`config.mk`:
```
export PLATFORM = sky130hd
export DESIGN_NAME = cfg_fabric_n_flat
export DESIGN_NICKNAME = d
export VERILOG_FILES = /design/src/rtl/cfg_fabric_n_if.sv /design/src/rtl/cfg_fabric_n.sv /design/src/flat_wrapper.sv
export SDC_FILE = /design/constraint.sdc
export NUM_CORES = 1
export LEC_CHECK = 0
export ABC_AREA = 1
export BUFFER_PORTS_ARGS = -buffer_cell sky130_fd_sc_hd__buf_2
export CAP_MARGIN = 20
export CELL_PAD_IN_SITES_DETAIL_PLACEMENT = 1
export CELL_PAD_IN_SITES_GLOBAL_PLACEMENT = 1
export CORE_MARGIN = 5
export CORE_UTILIZATION = 45
export DETAILED_ROUTE_END_ITERATION = 6
export PLACE_DENSITY = 0.78
export SETUP_SLACK_MARGIN = 0.5
export SLEW_MARGIN = 10
export SYNTH_ARGS = -nofsm -noshare
export SYNTH_HDL_FRONTEND = slang
export SYNTH_SLANG_ARGS = --single-unit
```
`constraint.sdc`:
```
create_clock -name CLK -period 5.34 [get_ports CLK]
set_input_delay 0.801 -clock CLK [delete_from_list [all_inputs] [get_ports CLK]]
set_output_delay 0.801 -clock CLK [all_outputs]
set_load 0.01 [all_outputs]
```
`src/rtl/cfg_fabric_n_if.sv`:
```
// Configuration-port and datapath signal bundle for cfg_fabric_n.
// The slave modport is the fabric's view; the master modport is the driver's view.
interface cfg_fabric_n_if #(
   parameter int NUM_CLB = 4,
   parameter int CLB_W   = 2
);
   localparam int W = NUM_CLB * CLB_W;

   logic         cfg_start;
   logic         cfg_valid;
   logic         cfg_bit;
   logic         cfg_ready;
   logic         cfg_done;
   logic         in_valid;
   logic [W-1:0] op_a;
   logic [W-1:0] op_b;
   logic         c_external;
   logic         out_valid;
   logic [W-1:0] sum_final;
   logic         cout_final;

   modport slave (
      input  cfg_start, cfg_valid, cfg_bit, in_valid, op_a, op_b, c_external,
      output cfg_ready, cfg_done, out_valid, sum_final, cout_final
   );

   modport master (
      output cfg_start, cfg_valid, cfg_bit, in_valid, op_a, op_b, c_external,
      input  cfg_ready, cfg_done, out_valid, sum_final, cout_final
   );
endinterface

```
`src/rtl/cfg_fabric_n.sv`:
```
// Configurable chain of add/subtract blocks with a serial, atomically committed
// configuration frame and a one-cycle registered datapath.
module cfg_fabric_n #(
   parameter int NUM_CLB = 4,
   parameter int CLB_W   = 2
) (
   input  logic          CLK,
   input  logic          RST,
   cfg_fabric_n_if.slave bus
);
   localparam int W  = NUM_CLB * CLB_W;
   localparam int FL = 3 * NUM_CLB;
   localparam int CW = $clog2(FL + 1);

   localparam logic [CW-1:0] CNT_ZERO = {CW{1'b0}};
   localparam logic [CW-1:0] CNT_ONE  = CW'(1);
   localparam logic [CW-1:0] CNT_LAST = CW'(FL - 1);

   // Block 0 takes c_external, every other block chains from its neighbour.
   function automatic logic [FL-1:0] default_cfg();
      logic [FL-1:0] f;
      f = {FL{1'b0}};
      for (int i = 1; i < NUM_CLB; i++) begin
         f[3*i +: 3] = 3'b001;
      end
      return f;
   endfunction

   localparam logic [FL-1:0] DEF_CFG = default_cfg();

   typedef enum logic [1:0] {
      IDLE   = 2'd0,
      SHIFT  = 2'd1,
      COMMIT = 2'd2
   } state_e;

   state_e         state_q;
   logic [CW-1:0]  cnt_q;
   logic [FL-1:0]  shadow_q;
   logic [FL-1:0]  active_q;
   logic           done_q;

   logic           vld_q;
   logic [W-1:0]   a_q;
   logic [W-1:0]   b_q;
   logic           cext_q;
   logic [FL-1:0]  snap_q;

   logic [W-1:0]   sum_d;
   logic           cout_d;
   logic [W-1:0]   sum_q;
   logic           cout_q;
   logic           ovld_q;

   // Configuration loader: shadow frame fills LSB first, then commits in one cycle.
   always_ff @(posedge CLK or posedge RST) begin
      if (RST) begin
         state_q  <= IDLE;
         cnt_q    <= CNT_ZERO;
         shadow_q <= {FL{1'b0}};
         active_q <= DEF_CFG;
         done_q   <= 1'b0;
      end else begin
         done_q <= 1'b0;
         case (state_q)
            IDLE: begin
               if (bus.cfg_start) begin
                  state_q  <= SHIFT;
                  cnt_q    <= CNT_ZERO;
                  shadow_q <= {FL{1'b0}};
               end
            end
            SHIFT: begin
               if (bus.cfg_start) begin
                  cnt_q    <= CNT_ZERO;
                  shadow_q <= {FL{1'b0}};
               end else if (bus.cfg_valid) begin
                  shadow_q <= {bus.cfg_bit, shadow_q[FL-1:1]};
                  cnt_q    <= cnt_q + CNT_ONE;
                  if (cnt_q == CNT_LAST) begin
                     state_q <= COMMIT;
                     done_q  <= 1'b1;
                  end
               end
            end
            COMMIT: begin
               active_q <= shadow_q;
               state_q  <= IDLE;
            end
            default: begin
               state_q <= IDLE;
            end
         endcase
      end
   end

   // Operand stage snapshots the active config so a commit cannot disturb this operation.
   always_ff @(posedge CLK or posedge RST) begin
      if (RST) begin
         vld_q  <= 1'b0;
         a_q    <= {W{1'b0}};
         b_q    <= {W{1'b0}};
         cext_q <= 1'b0;
         snap_q <= DEF_CFG;
      end else begin
         vld_q <= bus.in_valid;
         if (bus.in_valid) begin
            a_q    <= bus.op_a;
            b_q    <= bus.op_b;
            cext_q <= bus.c_external;
            snap_q <= active_q;
         end
      end
   end

   // Ripple chain through all blocks, each with its own carry-in select and mode.
   always_comb begin
      logic             carry;
      logic             cin;
      logic [CLB_W-1:0] bx;
      logic [CLB_W:0]   t;
      sum_d = {W{1'b0}};
      carry = cext_q;
      cin   = 1'b0;
      bx    = {CLB_W{1'b0}};
      t     = {(CLB_W+1){1'b0}};
      for (int i = 0; i < NUM_CLB; i++) begin
         case (snap_q[3*i +: 2])
            2'b00:   cin = cext_q;
            2'b01:   cin = carry;
            2'b10:   cin = 1'b0;
            2'b11:   cin = 1'b1;
            default: cin = cext_q;
         endcase
         if (snap_q[3*i + 2]) begin
            bx = ~b_q[i*CLB_W +: CLB_W];
         end else begin
            bx = b_q[i*CLB_W +: CLB_W];
         end
         t = {1'b0, a_q[i*CLB_W +: CLB_W]} + {1'b0, bx} + {{CLB_W{1'b0}}, cin};
         sum_d[i*CLB_W +: CLB_W] = t[CLB_W-1:0];
         carry = t[CLB_W];
      end
      cout_d = carry;
   end

   // Result stage; sum and carry hold between valid operations.
   always_ff @(posedge CLK or posedge RST) begin
      if (RST) begin
         ovld_q <= 1'b0;
         sum_q  <= {W{1'b0}};
         cout_q <= 1'b0;
      end else begin
         ovld_q <= vld_q;
         if (vld_q) begin
            sum_q  <= sum_d;
            cout_q <= cout_d;
         end
      end
   end

   assign bus.cfg_ready  = (state_q == SHIFT);
   assign bus.cfg_done   = done_q;
   assign bus.out_valid  = ovld_q;
   assign bus.sum_final  = sum_q;
   assign bus.cout_final = cout_q;
endmodule

```
`src/flat_wrapper.sv`:
```
// flat-port wrapper written by rule: the top's interface ports become plain ports
module cfg_fabric_n_flat 
#(
   parameter int NUM_CLB = 4,
   parameter int CLB_W   = 2
)
  (CLK, RST, bus_cfg_start, bus_cfg_valid, bus_cfg_bit, bus_in_valid, bus_op_a, bus_op_b, bus_c_external, bus_cfg_ready, bus_cfg_done, bus_out_valid, bus_sum_final, bus_cout_final);
  cfg_fabric_n_if #(.NUM_CLB(NUM_CLB), .CLB_W(CLB_W)) bus_i ();
  input  logic CLK;
  input  logic RST;
  input wire logic [$bits(bus_i.cfg_start)-1:0] bus_cfg_start;
  input wire logic [$bits(bus_i.cfg_valid)-1:0] bus_cfg_valid;
  input wire logic [$bits(bus_i.cfg_bit)-1:0] bus_cfg_bit;
  input wire logic [$bits(bus_i.in_valid)-1:0] bus_in_valid;
  input wire logic [$bits(bus_i.op_a)-1:0] bus_op_a;
  input wire logic [$bits(bus_i.op_b)-1:0] bus_op_b;
  input wire logic [$bits(bus_i.c_external)-1:0] bus_c_external;
  output wire logic [$bits(bus_i.cfg_ready)-1:0] bus_cfg_ready;
  output wire logic [$bits(bus_i.cfg_done)-1:0] bus_cfg_done;
  output wire logic [$bits(bus_i.out_valid)-1:0] bus_out_valid;
  output wire logic [$bits(bus_i.sum_final)-1:0] bus_sum_final;
  output wire logic [$bits(bus_i.cout_final)-1:0] bus_cout_final;
  assign bus_i.cfg_start = bus_cfg_start;
  assign bus_i.cfg_valid = bus_cfg_valid;
  assign bus_i.cfg_bit = bus_cfg_bit;
  assign bus_i.in_valid = bus_in_valid;
  assign bus_i.op_a = bus_op_a;
  assign bus_i.op_b = bus_op_b;
  assign bus_i.c_external = bus_c_external;
  assign bus_cfg_ready = bus_i.cfg_ready;
  assign bus_cfg_done = bus_i.cfg_done;
  assign bus_out_valid = bus_i.out_valid;
  assign bus_sum_final = bus_i.sum_final;
  assign bus_cout_final = bus_i.cout_final;
  cfg_fabric_n #(.NUM_CLB(NUM_CLB), .CLB_W(CLB_W)) u_core (.CLK(CLK), .RST(RST), .bus(bus_i));
endmodule
```
==> metrics.yaml <==
die-height_microns: 93.02
cpPeakStageDelay_ns: 0.41
ys_async_sr_fraction_pct: 100.0
run_status: "completed"
rsz0062_at_grt: "false"
area_delta_synth_final_pct: 16.30
worst_setup_hold_path_clk_slew_ns: 0.08
crit_type: "reg -> reg"
critPathLaunchType: "flip-flop"
finalWeightedCongestion: 0.7429
timing.final.crit_period_ns: 4.637
clock_tree_from_tritoncts: "yes"
endpoint_kind: "flip-flop"
avgViaCountPerCell: 5.052
cts_made_buffers: 9
seqCellArea_sq_mm: 0.001784
synth-warning-count: 0
numClockSinks: 71
die_area_sq_mm: 0.008653
synthFlopType: "dfrtp_1"
antennaDiodeCount: 0
whs_ns: 0.4407
cts_htree_levels: 3
syn-instance-count: 284
global_route_wire_length_before_repair_microns: 10580
die_width_microns: 93.02
synth_enable_flop_cells: 0
slew_viol_final: 0
final.fill_count: 755
synth.ff_latch_count: 71
seq_area_frac_synth_pct: 57.52
clock_skew_ns: 0.009938
cpMostUsedCell: "fa_2"
p_total_mw: 1.302
max_clock_freq_mhz: 215.6
unique_masters_post_synth: 29
cts_max_path_buffers: 2
synth_area_leader: "dfrtp_1"
final_layout_size_suffix_gt1_share_pct: 30.06
ant_nets: 0
cts.root.buffer_cell: "clkbuf_8"
synth_most_common_cell: "dfrtp_1"
drt_first_iter_violations: 76
postSynthNetCount: 316
number_of_buffer_and_inverter_stages_on_the_critical_path: 1
placeableCoreArea_sq_mm: 0.006756
fin_setup_tns_ns: 0
crit_fanout: 2
max_cap_viol_count: 0
detail_route.drc_violations: 0
finalSetupViolCount: 0
cell_rows: 30
cp_max_stage_cell: "dfrtp_1"
hp-class: "reg -> reg"
worstPathArrival_ns: 4.88
insertion_delay_ns: 0.34
ys_top_cells_by_area: "dfrtp_1 52%, nand2_1 5.8%, mux2_2 5.4%, o21ai_0 5.3%, fa_1 5.2%"
crit_family: "adder cells"
floorplan.initialDensity_pct: 45.91
synth.cells.most_frequent: "65 x dfrtp_1, 48 x nand2_1, 35 x inv_1"
globalRoute.totalOverflow: 0
buffer_ports.inserted: 34
crit_path_cell_trace: "xnor2_2 > fa_2 > fa_2 > a21oi_2 > a31oi_1 > fa_2 > fa_1 > a21oi_2 > a31oi_1 > fa_2 > fa_1 > a21oi_1 > a31oi_1 > fa_2 > inv_1 > fa_1 > nand2_1 > nand2_1"
dp.final_hpwl_microns: 3895
grt_antenna_before_repair: 0
nets: 353
cts_hold_buf: 0
finalCritPeriodShare_pct: 86.84
worstMarginPinSlew_ns: 0.8796
vdd_ir_drop_max_v: 0.0001495
timing_hold_violations_final: 0
largest_net_degree_at_the_start_of_global_routing: 72
synthesis.area_sq_mm: 0.003102
totalWireLength_microns: 6054
gr-usage-all-layers_pct: 15.69
total_leakage_power_nw: 1.635
vias: 2051
power.density_mw_per_mm2: 360.9
number_of_global_route_vias_before_repair: 2221
maxSlewHeadroom_pct: 41.36
multi_input_area_sq_mm: 0.001125
yosysTopAreaCellShare_pct: 52.44
dr.pass1.iters: 4
mean_routed_wirelength_per_cell_microns: 14.91
required_ns: 5.58
avgSynthCellArea_sq_um: 10.92
ios: 35
## kinds of logic (layout without fill, tap and decap cells)
| kind of cell | after synthesis | count (layout) | synth area share (%) |
|---|---|---|---|
| mux | 15 | 15 | 5.446 |
| simple gates | 78 | 78 | 11.78 |
| compound gates | 56 | 56 | 10.33 |
| fa+ha+maj | 9 | 9 | 5.567 |
| flops | 71 | 71 | 57.52 |
| xor+xnor | 8 | 8 | 2.259 |
| buf+inv | 47 | 89 | 7.100 |
## final cells by class
cell class,count,area share (%)
Clock buffer,11,3.920
Clock inverter,5,3.573
Inverter,36,3.746
Multi-Input combinational cell,166,31.18
Sequential cell,71,49.46
Tap cell,80,2.775
Timing Repair Buffer,37,5.342
## power breakdown
group | switching [mW] | total [mW] | internal [mW]
Combinational | 0.0800 | 0.138 | 0.0583
Clock | 0.201 | 0.572 | 0.372
Sequential | 0.0192 | 0.591 | 0.572
Total | 0.300 | 1.30 | 1.00
## sequential cells by signal, indices dropped and copies added, names as in the netlist, 2 cells and up
signal	cells
u_core.b_q	8
u_core.state_q	2
u_core.a_q	8
u_core.active_q	12
u_core.snap_q	12
u_core.cnt_q	4
u_core.bus.sum_final	8
u_core.shadow_q	12
## cell usage in the layout, fill, tap and decap left out, types with 6 or more instances in the layout
| cell | netlist | routed |
|---|---|---|
| nand3_1 | 14 | 14 |
| inv_1 | 35 | 34 |
| o21ai_1 | 7 | 7 |
| o21ai_0 | 33 | 33 |
| buf_2 | 4 | 34 |
| dfrtp_1 | 65 | 65 |
| dfstp_2 | 6 | 6 |
| mux2_2 | 15 | 15 |
| nor2_1 | 10 | 10 |
| xnor2_1 | 7 | 6 |
| nand2_1 | 48 | 48 |
| clkbuf_8 | 0 | 10 |
| o21ai_2 | 8 | 8 |
## stage by stage
| step | setup WS (ns) | util, % | cell area (sq um) | instances |
|---|---|---|---|---|
| floorplan | 0.6706 | - | 3102 | 284 |
| global placement | 0.5174 | 48.76 | 3294 | 388 |
| detailed placement | 0.4298 | 48.76 | 3294 | 388 |
| CTS | 0.5356 | 53.04 | 3583 | 405 |
| global route | 0.5096 | 53.39 | 3607 | 406 |
| finish | 0.7026 | 53.39 | 3607 | 406 |
## routing by layer
| metal | up-vias | track usage (%) | wire length (microns) |
|---|---|---|---|
| li1 | 990 | - | - |
| met1 | 1015 | 19.59 | 2627 |
| met2 | 33 | 26.33 | 3087 |
| met3 | 13 | 4.183 | 242 |
| met4 | 0 | 5.495 | 97 |
| met5 | - | 0 | 0 |
## path summary, 6_finish.rpt
path / from / endpoint / slack [ns] / depth (start not counted)
worst max-delay path: u_core.b_q[0] / u_core.bus.sum_final[7] / 0.70 / 18
worst min-delay path: u_core.vld_q / u_core.bus.out_valid / 0.44 / 0
worst max register to register: u_core.b_q[0] / u_core.bus.sum_final[7] / 0.70 / 18
worst min register to register: u_core.vld_q / u_core.bus.out_valid / 0.44 / 0
max in group asynchronous: RST / u_core.shadow_q[5] / 4.05 / 3
min in group asynchronous: RST / u_core.snap_q[11] / 0.72 / 3
## what timing repair did
item	CTS	global route
setup endpoints to repair	1	2
setup buffers	1	1
pin swaps	0	5
resized for setup	4	4
hold endpoints to repair	0	0
Note: power is estimated with default switching activity, not from simulation.
